### config.mk
export PLATFORM = sky130hd
export DESIGN_NAME = proc_cont_sched
export DESIGN_NICKNAME = d
export VERILOG_FILES = /design/src/rtl/proc_cont_sched.sv
export SDC_FILE = /design/constraint.sdc
export NUM_CORES = 1
export LEC_CHECK = 0
export CAP_MARGIN = 20
export CORE_MARGIN = 4
export CORE_UTILIZATION = 46
export DETAILED_ROUTE_END_ITERATION = 8
export GPL_ROUTABILITY_DRIVEN = 0
export PLACE_DENSITY = 0.85
export RECOVER_POWER = 25
export SETUP_SLACK_MARGIN = 0.05
export SYNTH_ARGS = -nofsm -noshare
export SYNTH_HDL_FRONTEND = slang
export SYNTH_SLANG_ARGS = --single-unit
### constraint.sdc
create_clock -name clk -period 2 [get_ports clk]
set_input_delay 0.4 -clock clk [delete_from_list [all_inputs] [get_ports clk]]
set_output_delay 0.4 -clock clk [all_outputs]
set_load 0.02 [all_outputs]
### src/rtl/proc_cont_sched.sv
// Shares one signal-store write port between procedural segments and continuous-assignment updates.
// Procedural segments run atomically; pending continuous updates drain fully before the next one.
module proc_cont_sched #(
  parameter int unsigned NPROC    = 4,
  parameter int unsigned NCONT    = 4,
  parameter int unsigned MAX_CONT = 16
) (
  input  logic             clk,
  input  logic             rst_n,
  input  logic [NPROC-1:0] proc_req,
  input  logic [NPROC-1:0] proc_done,
  output logic [NPROC-1:0] proc_gnt,
  input  logic [NCONT-1:0] cont_req,
  output logic [NCONT-1:0] cont_gnt,
  output logic [1:0]       phase,
  output logic             err_loop
);

  localparam int unsigned PW = (NPROC > 1) ? $clog2(NPROC) : 1;
  localparam int unsigned CW = (NCONT > 1) ? $clog2(NCONT) : 1;
  localparam int unsigned KW = $clog2(MAX_CONT + 1);

  typedef enum logic [1:0] {
    StIdle = 2'b00,
    StProc = 2'b01,
    StCont = 2'b10
  } phase_e;

  phase_e          phase_q, phase_d;
  logic [NPROC-1:0] proc_gnt_q, proc_gnt_d;
  logic [NCONT-1:0] cont_gnt_q, cont_gnt_d;
  logic [PW-1:0]   proc_ptr_q, proc_ptr_d;
  logic [PW-1:0]   proc_own_q, proc_own_d;
  logic [CW-1:0]   cont_ptr_q, cont_ptr_d;
  logic [KW-1:0]   cnt_q, cnt_d;
  logic            err_q, err_d;

  logic            proc_any, cont_any;
  logic [PW-1:0]   proc_win, pidx;
  logic [CW-1:0]   cont_win, cidx;
  logic            grant_cont;

  // Round-robin search: lowest index at or after the pointer, wrapping to 0.
  always_comb begin
    proc_any = 1'b0;
    proc_win = '0;
    pidx     = '0;
    for (int unsigned i = 0; i < NPROC; i++) begin
      pidx = PW'((32'(proc_ptr_q) + i) % NPROC);
      if (!proc_any && proc_req[pidx]) begin
        proc_any = 1'b1;
        proc_win = pidx;
      end
    end
  end

  always_comb begin
    cont_any = 1'b0;
    cont_win = '0;
    cidx     = '0;
    for (int unsigned i = 0; i < NCONT; i++) begin
      cidx = CW'((32'(cont_ptr_q) + i) % NCONT);
      if (!cont_any && cont_req[cidx]) begin
        cont_any = 1'b1;
        cont_win = cidx;
      end
    end
  end

  always_comb begin
    phase_d    = phase_q;
    proc_gnt_d = proc_gnt_q;
    cont_gnt_d = '0;
    proc_ptr_d = proc_ptr_q;
    proc_own_d = proc_own_q;
    cont_ptr_d = cont_ptr_q;
    cnt_d      = cnt_q;
    err_d      = err_q;
    grant_cont = 1'b0;

    unique case (phase_q)
      StIdle: begin
        if (cont_any) begin
          grant_cont = 1'b1;
          cnt_d      = KW'(1);
          phase_d    = StCont;
        end else if (proc_any) begin
          proc_gnt_d           = '0;
          proc_gnt_d[proc_win] = 1'b1;
          proc_own_d           = proc_win;
          phase_d              = StProc;
        end
      end
      StProc: begin
        // Only the owner's done ends the segment; all requests wait meanwhile.
        if (proc_done[proc_own_q]) begin
          proc_gnt_d = '0;
          proc_ptr_d = (proc_own_q == PW'(NPROC - 1)) ? '0 : proc_own_q + 1'b1;
          if (cont_any) begin
            grant_cont = 1'b1;
            cnt_d      = KW'(1);
            phase_d    = StCont;
          end else begin
            phase_d = StIdle;
          end
        end
      end
      StCont: begin
        if (!cont_any) begin
          cnt_d   = '0;
          phase_d = StIdle;
        end else if (cnt_q == KW'(MAX_CONT)) begin
          err_d   = 1'b1;
          cnt_d   = '0;
          phase_d = StIdle;
        end else begin
          grant_cont = 1'b1;
          cnt_d      = cnt_q + 1'b1;
        end
      end
      default: begin
        proc_gnt_d = '0;
        cnt_d      = '0;
        phase_d    = StIdle;
      end
    endcase

    if (grant_cont) begin
      cont_gnt_d[cont_win] = 1'b1;
      cont_ptr_d = (cont_win == CW'(NCONT - 1)) ? '0 : cont_win + 1'b1;
    end
  end

  always_ff @(posedge clk or negedge rst_n) begin
    if (!rst_n) begin
      phase_q    <= StIdle;
      proc_gnt_q <= '0;
      cont_gnt_q <= '0;
      proc_ptr_q <= '0;
      proc_own_q <= '0;
      cont_ptr_q <= '0;
      cnt_q      <= '0;
      err_q      <= 1'b0;
    end else begin
      phase_q    <= phase_d;
      proc_gnt_q <= proc_gnt_d;
      cont_gnt_q <= cont_gnt_d;
      proc_ptr_q <= proc_ptr_d;
      proc_own_q <= proc_own_d;
      cont_ptr_q <= cont_ptr_d;
      cnt_q      <= cnt_d;
      err_q      <= err_d;
    end
  end

  assign proc_gnt = proc_gnt_q;
  assign cont_gnt = cont_gnt_q;
  assign phase    = phase_q;
  assign err_loop = err_q;

endmodule

==> results of run 1 <==
## kinds of logic after synthesis
logic type,Yosys count,synth area share
AOI/OAI and AO/OA,42,0.225
and+or+nand+nor,41,0.177
DFF,22,0.390
adders and majority gates,12,0.106
buffers and inverters,11,0.0293
muxes,8,0.0719
## how the worst max path moves through the flow
| stage | from | endpoint | slack [ns] | depth (start not counted) |
|---|---|---|---|---|
| 3_3_place_gp | cont_req[2] | phase[1] | -0.19 | 6 |
| 3_5_place_dp | cont_req[2] | proc_gnt[1] | -0.26 | 5 |
| 4_1_cts | cont_req[2] | proc_gnt[1] | 0.05 | 5 |
| 6_report | phase[0] | cont_ptr_q[1] | 0.1 | 5 |
| 5_1_grt | phase[0] | cont_ptr_q[1] | 0.03 | 5 |
| 2_1_floorplan | phase[0] | cnt_q[2] | -0.07 | 6 |
## cell usage after synthesis (all sizes together) (2+ instances only)
master,number,share of area
and3,2,0.0089
o41ai,2,0.012
or4,2,0.011
mux2i,3,0.021
a31oi,3,0.018
nor3b,2,0.011
ha,12,0.11
a32o,2,0.014
nand3,5,0.018
o21ai,8,0.028
mux2,4,0.032
nand2b,2,0.0089
nor2,4,0.011
a41o,2,0.014
o31ai,2,0.011
and2,5,0.023
inv,10,0.027
nand2,6,0.016
nor2b,6,0.027
nor4,2,0.013
a21oi,5,0.018
dfrtp,22,0.39
o21a,3,0.016
## metrics by stage
stage          setup slack (ns)  cells
6_report                 0.0951    217
4_1_cts                  0.0505    210
2_1_floorplan           -0.0660    136
5_1_grt                  0.0261    217
3_3_place_gp             -0.190    206
3_5_place_dp             -0.260    206
## report_power, final
group	internal (mW)	total, mW	switching (mW)
clock network	0.203	0.355	0.153
registers	0.609	0.787	0.178
logic	0.806	1.58	0.775
total	1.62	2.72	1.11
## metal layers
metal | global-route usage | part of all wire | vias to the layer above
li1 | - | - | 625
met1 | 0.244 | 0.44 | 660
met2 | 0.314 | 0.49 | 49
met3 | 0.0391 | 0.051 | 11
met4 | 0.0620 | 0.022 | 0
met5 | 0 | 0 | -
## sequential cells by signal, indices dropped and copies added (netlist names)
register	cells
cnt_q	5
cont_gnt	4
proc_gnt	4
cont_ptr_q	2
phase	2
proc_own_q	2
proc_ptr_q	2
err_loop	1
## worst max-delay path, stage by stage, from the launching register on
cell and delay, ns:
dfrtp_2 0.48, buf_4 0.16, ha_1 0.18, or3_1 0.40
a31oi_4 0.22, mux2_2 0.36
## timing repair
item	in CTS	in global routing
gates resized for setup	0	5
setup buffers	0	6
endpoints found under the setup margin	0	13
## layout make-up
class / instances / area share
clock buffers: 3 / 0.0113
clock inverters: 1 / 0.0151
inverters: 10 / 0.0189
multi-input cells: 103 / 0.449
flip-flops and latches: 22 / 0.278
well taps: 31 / 0.0195
repair buffers: 47 / 0.208
## cell usage in the layout, fill, tap and decap left out, drive strengths merged, types with 3 or more instances in the layout
master / netlist / layout
o21ai: 8 / 8
mux2: 4 / 4
nor2: 4 / 4
inv: 10 / 10
nor2b: 6 / 6
and2: 5 / 5
a21oi: 5 / 5
mux2i: 3 / 3
ha: 12 / 12
a31oi: 3 / 3
nand3: 5 / 5
buf: 0 / 21
clkdlybuf4s50: 0 / 23
nand2: 6 / 6
dfrtp: 22 / 22
o21a: 3 / 3
clkbuf: 1 / 4
==> results_dict.tcl, run 1 <==
set metrics [dict create \
    min_path_cells 1 \
    whs_ns 0.493 \
    finalPower_mw 2.72 \
    whs_endpoint "err_loop" \
    grt_start_max_net_pins 23 \
    start_util 0.494 \
    power_density_nw_per_um2 1370 \
    vias 1345 \
    finClkSkew_ns 0.00573 \
    ys_seq_area_frac 0.390 \
    drive_above_1_share 0.263 \
    startpoint_type "flip-flop" \
    synth_enable_flop_cells 0 \
    register_area_um2 553 \
    crit_path_end_kind "flip-flop" \
    cp.required_ns 2.22 \
    finalMaxSlewViolations 0 \
    cap_violations 0 \
    dieWidth_um 63.4 \
    reg2reg_slack_ns 0.1 \
    die_h_um 63.4 \
    cp.arrival_ns 2.13 \
    antenna_found_initial 0 \
    rows 19 \
    tightest_slew_ns 1.18 \
    first_pass_iters 4 \
    ys.flop_type "dfrtp_1" \
    final_util 0.696 \
    fmax_mhz 525 \
    tns_ns 0 \
    period_minus_slack_ns 1.90 \
    dieArea_um2 4020 \
    r2r_end "cont_ptr_q[1]" \
    syn-num-nets 162 \
    insertion_delay_ns 0.32 \
    first_global_vias 1323 \
    rsz0062_at_grt "true" \
    cts_hold_buf 0 \
    setup_violations 0 \
    htreeDepth 1 \
    post-route-drc-count 0 \
    clk_pin_slew_ns 0.13 \
    syn_inst 136 \
    cts_buffers 3 \
    worstHoldStart "err_loop" \
    synth_cell_types 49 \
    place_area_um2 1850 \
    cts.sinks 22 \
    grt_pass1_wl_um 6160 \
    reg2reg_depth 5 \
    fillers 215 \
    global_route.overflow_total 0 \
    fin_nets 213 \
    grt_usage 0.189 \
    cts_tree "yes" \
    hold_path_class "reg2reg" \
    avgViaCountPerCell 6.20 \
    cts-root-buf "clkbuf_4" \
    critPathMaxFanout 5 \
    multi_input_area_um2 892 \
    drt-initial-drc-count 116 \
    ios 25 \
    yosysWarnings 0 \
    synth-seq-cells 22 \
    status "finished clean" \
    leakage_nw 0.893 \
    syn2layout_area_growth_pct 40.9 \
    drtAntennaViolNets 0 \
    min_period_over_period 0.952 \
    coreArea_um2 2850 \
    maxSlewHeadroom 0.215 \
    antenna_cells 0 \
    wl_per_cell_um 16.9 \
    cts_buffer_depth 2 \
    path_class "reg2reg" \
    peakVddDrop_mv 0.771 \
    port_buffers 24 \
    final_area_um2 1990 \
    synthesis.area_per_instance_um2 10.4 \
    wirelength_um 3660 \
    dp.final_hpwl_um 2630 \
    async_reset_ff_frac 1.00 \
    finalHoldViolations 0 \
    worstReg2RegStart "phase[0]" \
    synth_area_um2 1410 \
]
No activity file was read; power rests on OpenSTA's default activity.
==> run 2: changes to the inputs <==
--- a/config.mk
+++ b/config.mk
@@ -8,6 +8,7 @@
 export CAP_MARGIN = 20
 export CORE_MARGIN = 4
 export CORE_UTILIZATION = 46
+export CTS_BUF_LIST = sky130_fd_sc_hd__clkbuf_8
 export DETAILED_ROUTE_END_ITERATION = 8
 export GPL_ROUTABILITY_DRIVEN = 0
 export PLACE_DENSITY = 0.85
==> run 2 against run 1 <==
Against the previous run: wire length is 2.6% higher; highest routed layer unchanged; non-clock buffer count is 1 lower; total power is 5.2% higher; final cell count is 0.46% lower; critical endpoint is now cnt_q[4]; clock power is 19% higher; sequential share of layout area is 0.62 points lower; clock skew is 0.00052 ns higher.
==> results_dict.tcl, run 2 (same netlist as run 1, synthesis figures left out) <==
set metrics [dict create \
    status "finished clean" \
    cp.required_ns 2.16 \
    min_period_over_period 0.973 \
    setup_violations 0 \
    coreArea_um2 2850 \
    leakage_nw 0.912 \
    crit_chain "inv_4 -> ha_4 -> or2_4 -> a222oi_1 -> buf_4 -> o21ai_2 -> a22o_1" \
    drtAntennaViolNets 0 \
    syn2layout_area_growth_pct 44.1 \
    wl_per_cell_um 17.4 \
    register_area_um2 553 \
    period_minus_slack_ns 1.95 \
    finalMaxSlewViolations 0 \
    dieWidth_um 63.4 \
    finalHoldViolations 0 \
    die_h_um 63.4 \
    final_common_cell "clkdlybuf4s50_1" \
    antenna_found_initial 0 \
    first_global_vias 1316 \
    post-route-drc-count 0 \
    cts_tree "yes" \
    peakVddDrop_mv 0.853 \
    wirelength_um 3750 \
    drive_above_1_share 0.292 \
    drt-initial-drc-count 63 \
    start_util 0.494 \
    rows 19 \
    insertion_delay_ns 0.27 \
    cp.arrival_ns 2.10 \
    finalPower_mw 2.87 \
    crit_path_end_kind "flip-flop" \
    reg2reg_slack_ns 0.05 \
    regMostFlops "cnt_q" \
    rsz0062_at_grt "true" \
    largest_reg_flops 5 \
    fmax_mhz 514 \
    antenna_cells 0 \
    grt_pass1_wl_um 6180 \
    grt_usage 0.191 \
    place_area_um2 1850 \
    cap_violations 0 \
    cts_buffer_depth 2 \
    multi_input_area_um2 927 \
    hold_path_class "reg2reg" \
    path_class "reg2reg" \
    crit_slowest_cell "dfrtp_2" \
    htreeDepth 1 \
    maxSlewHeadroom 0.209 \
    cts.sinks 22 \
    clk_pin_slew_ns 0.08 \
    slowest_delay_ns 0.46 \
    avgViaCountPerCell 6.16 \
    startpoint_type "flip-flop" \
    finClkSkew_ns 0.00625 \
    cts_hold_buf 0 \
    fin_nets 212 \
    tns_ns 0 \
    fillers 208 \
    dp_cells 206 \
    dp.final_hpwl_um 2630 \
    fin_cells 216 \
    port_buffers 24 \
    ios 25 \
    grt_start_max_net_pins 23 \
    first_pass_iters 4 \
    cts-root-buf "clkbuf_8" \
    global_route.overflow_total 0 \
    dieArea_um2 4020 \
    vias 1330 \
    cts_buffers 3 \
    tightest_slew_ns 1.19 \
    critPathMaxFanout 6 \
    layout_common_cells "clkdlybuf4s50_1 (22), dfrtp_1 (20), buf_4 (20)" \
    power_density_nw_per_um2 1410 \
    final_area_um2 2030 \
]
run 2: worst paths after layout:
kind                       cells past startpoint      from     endpoint
setup / recovery                               7  phase[1]     cnt_q[4]
hold / removal                                 1  err_loop     err_loop
setup reg to reg                               7  phase[1]     cnt_q[4]
hold reg to reg                                1  err_loop     err_loop
max in group asynchronous                      2     rst_n     phase[0]
min in group asynchronous                      2     rst_n  cont_gnt[0]
run 2: repair_timing:
item | in CTS | in global routing
buffers inserted | 0 | 5
cloned | 0 | 1
pin swaps | 0 | 6
endpoints found under the setup margin | 2 | 13
resized for setup | 0 | 15
run 2: cell type report:
| type | count | area share |
|---|---|---|
| repair buffers | 46 | 0.198 |
| flip-flops and latches | 22 | 0.272 |
| well taps | 31 | 0.0191 |
| clock inverters | 1 | 0.0148 |
| multi-input cells | 103 | 0.456 |
| clock buffers | 3 | 0.0203 |
| inverters | 10 | 0.0197 |
run 2: critical path: cells and delay by family, from the launching register on:
kind	cells	cell delay [ns]
simple gates	1	0.26
flops	1	0.46
compound gates	3	0.63
buf+inv	2	0.30
fa+ha+maj	1	0.18
run 2: per-layer routing:
layer,share of wire,GRT usage
met1,0.44,0.241
met2,0.49,0.318
met3,0.050,0.0444
met4,0.021,0.0674
met5,0,0
run 2: power by group:
part	switching, mW	total [mW]	internal, mW
clock network	0.155	0.423	0.268
registers	0.184	0.795	0.611
logic	0.818	1.65	0.832
run 2: through the flow:
step	hold WS (ns)	setup slack (ns)	util
global placement	0.457	-0.190	0.649
global route	0.506	-0.00665	0.712
detailed placement	0.459	-0.260	0.649
floorplan	0.104	-0.0660	-
finish	0.481	0.0531	0.712
CTS	0.477	0.0192	0.674
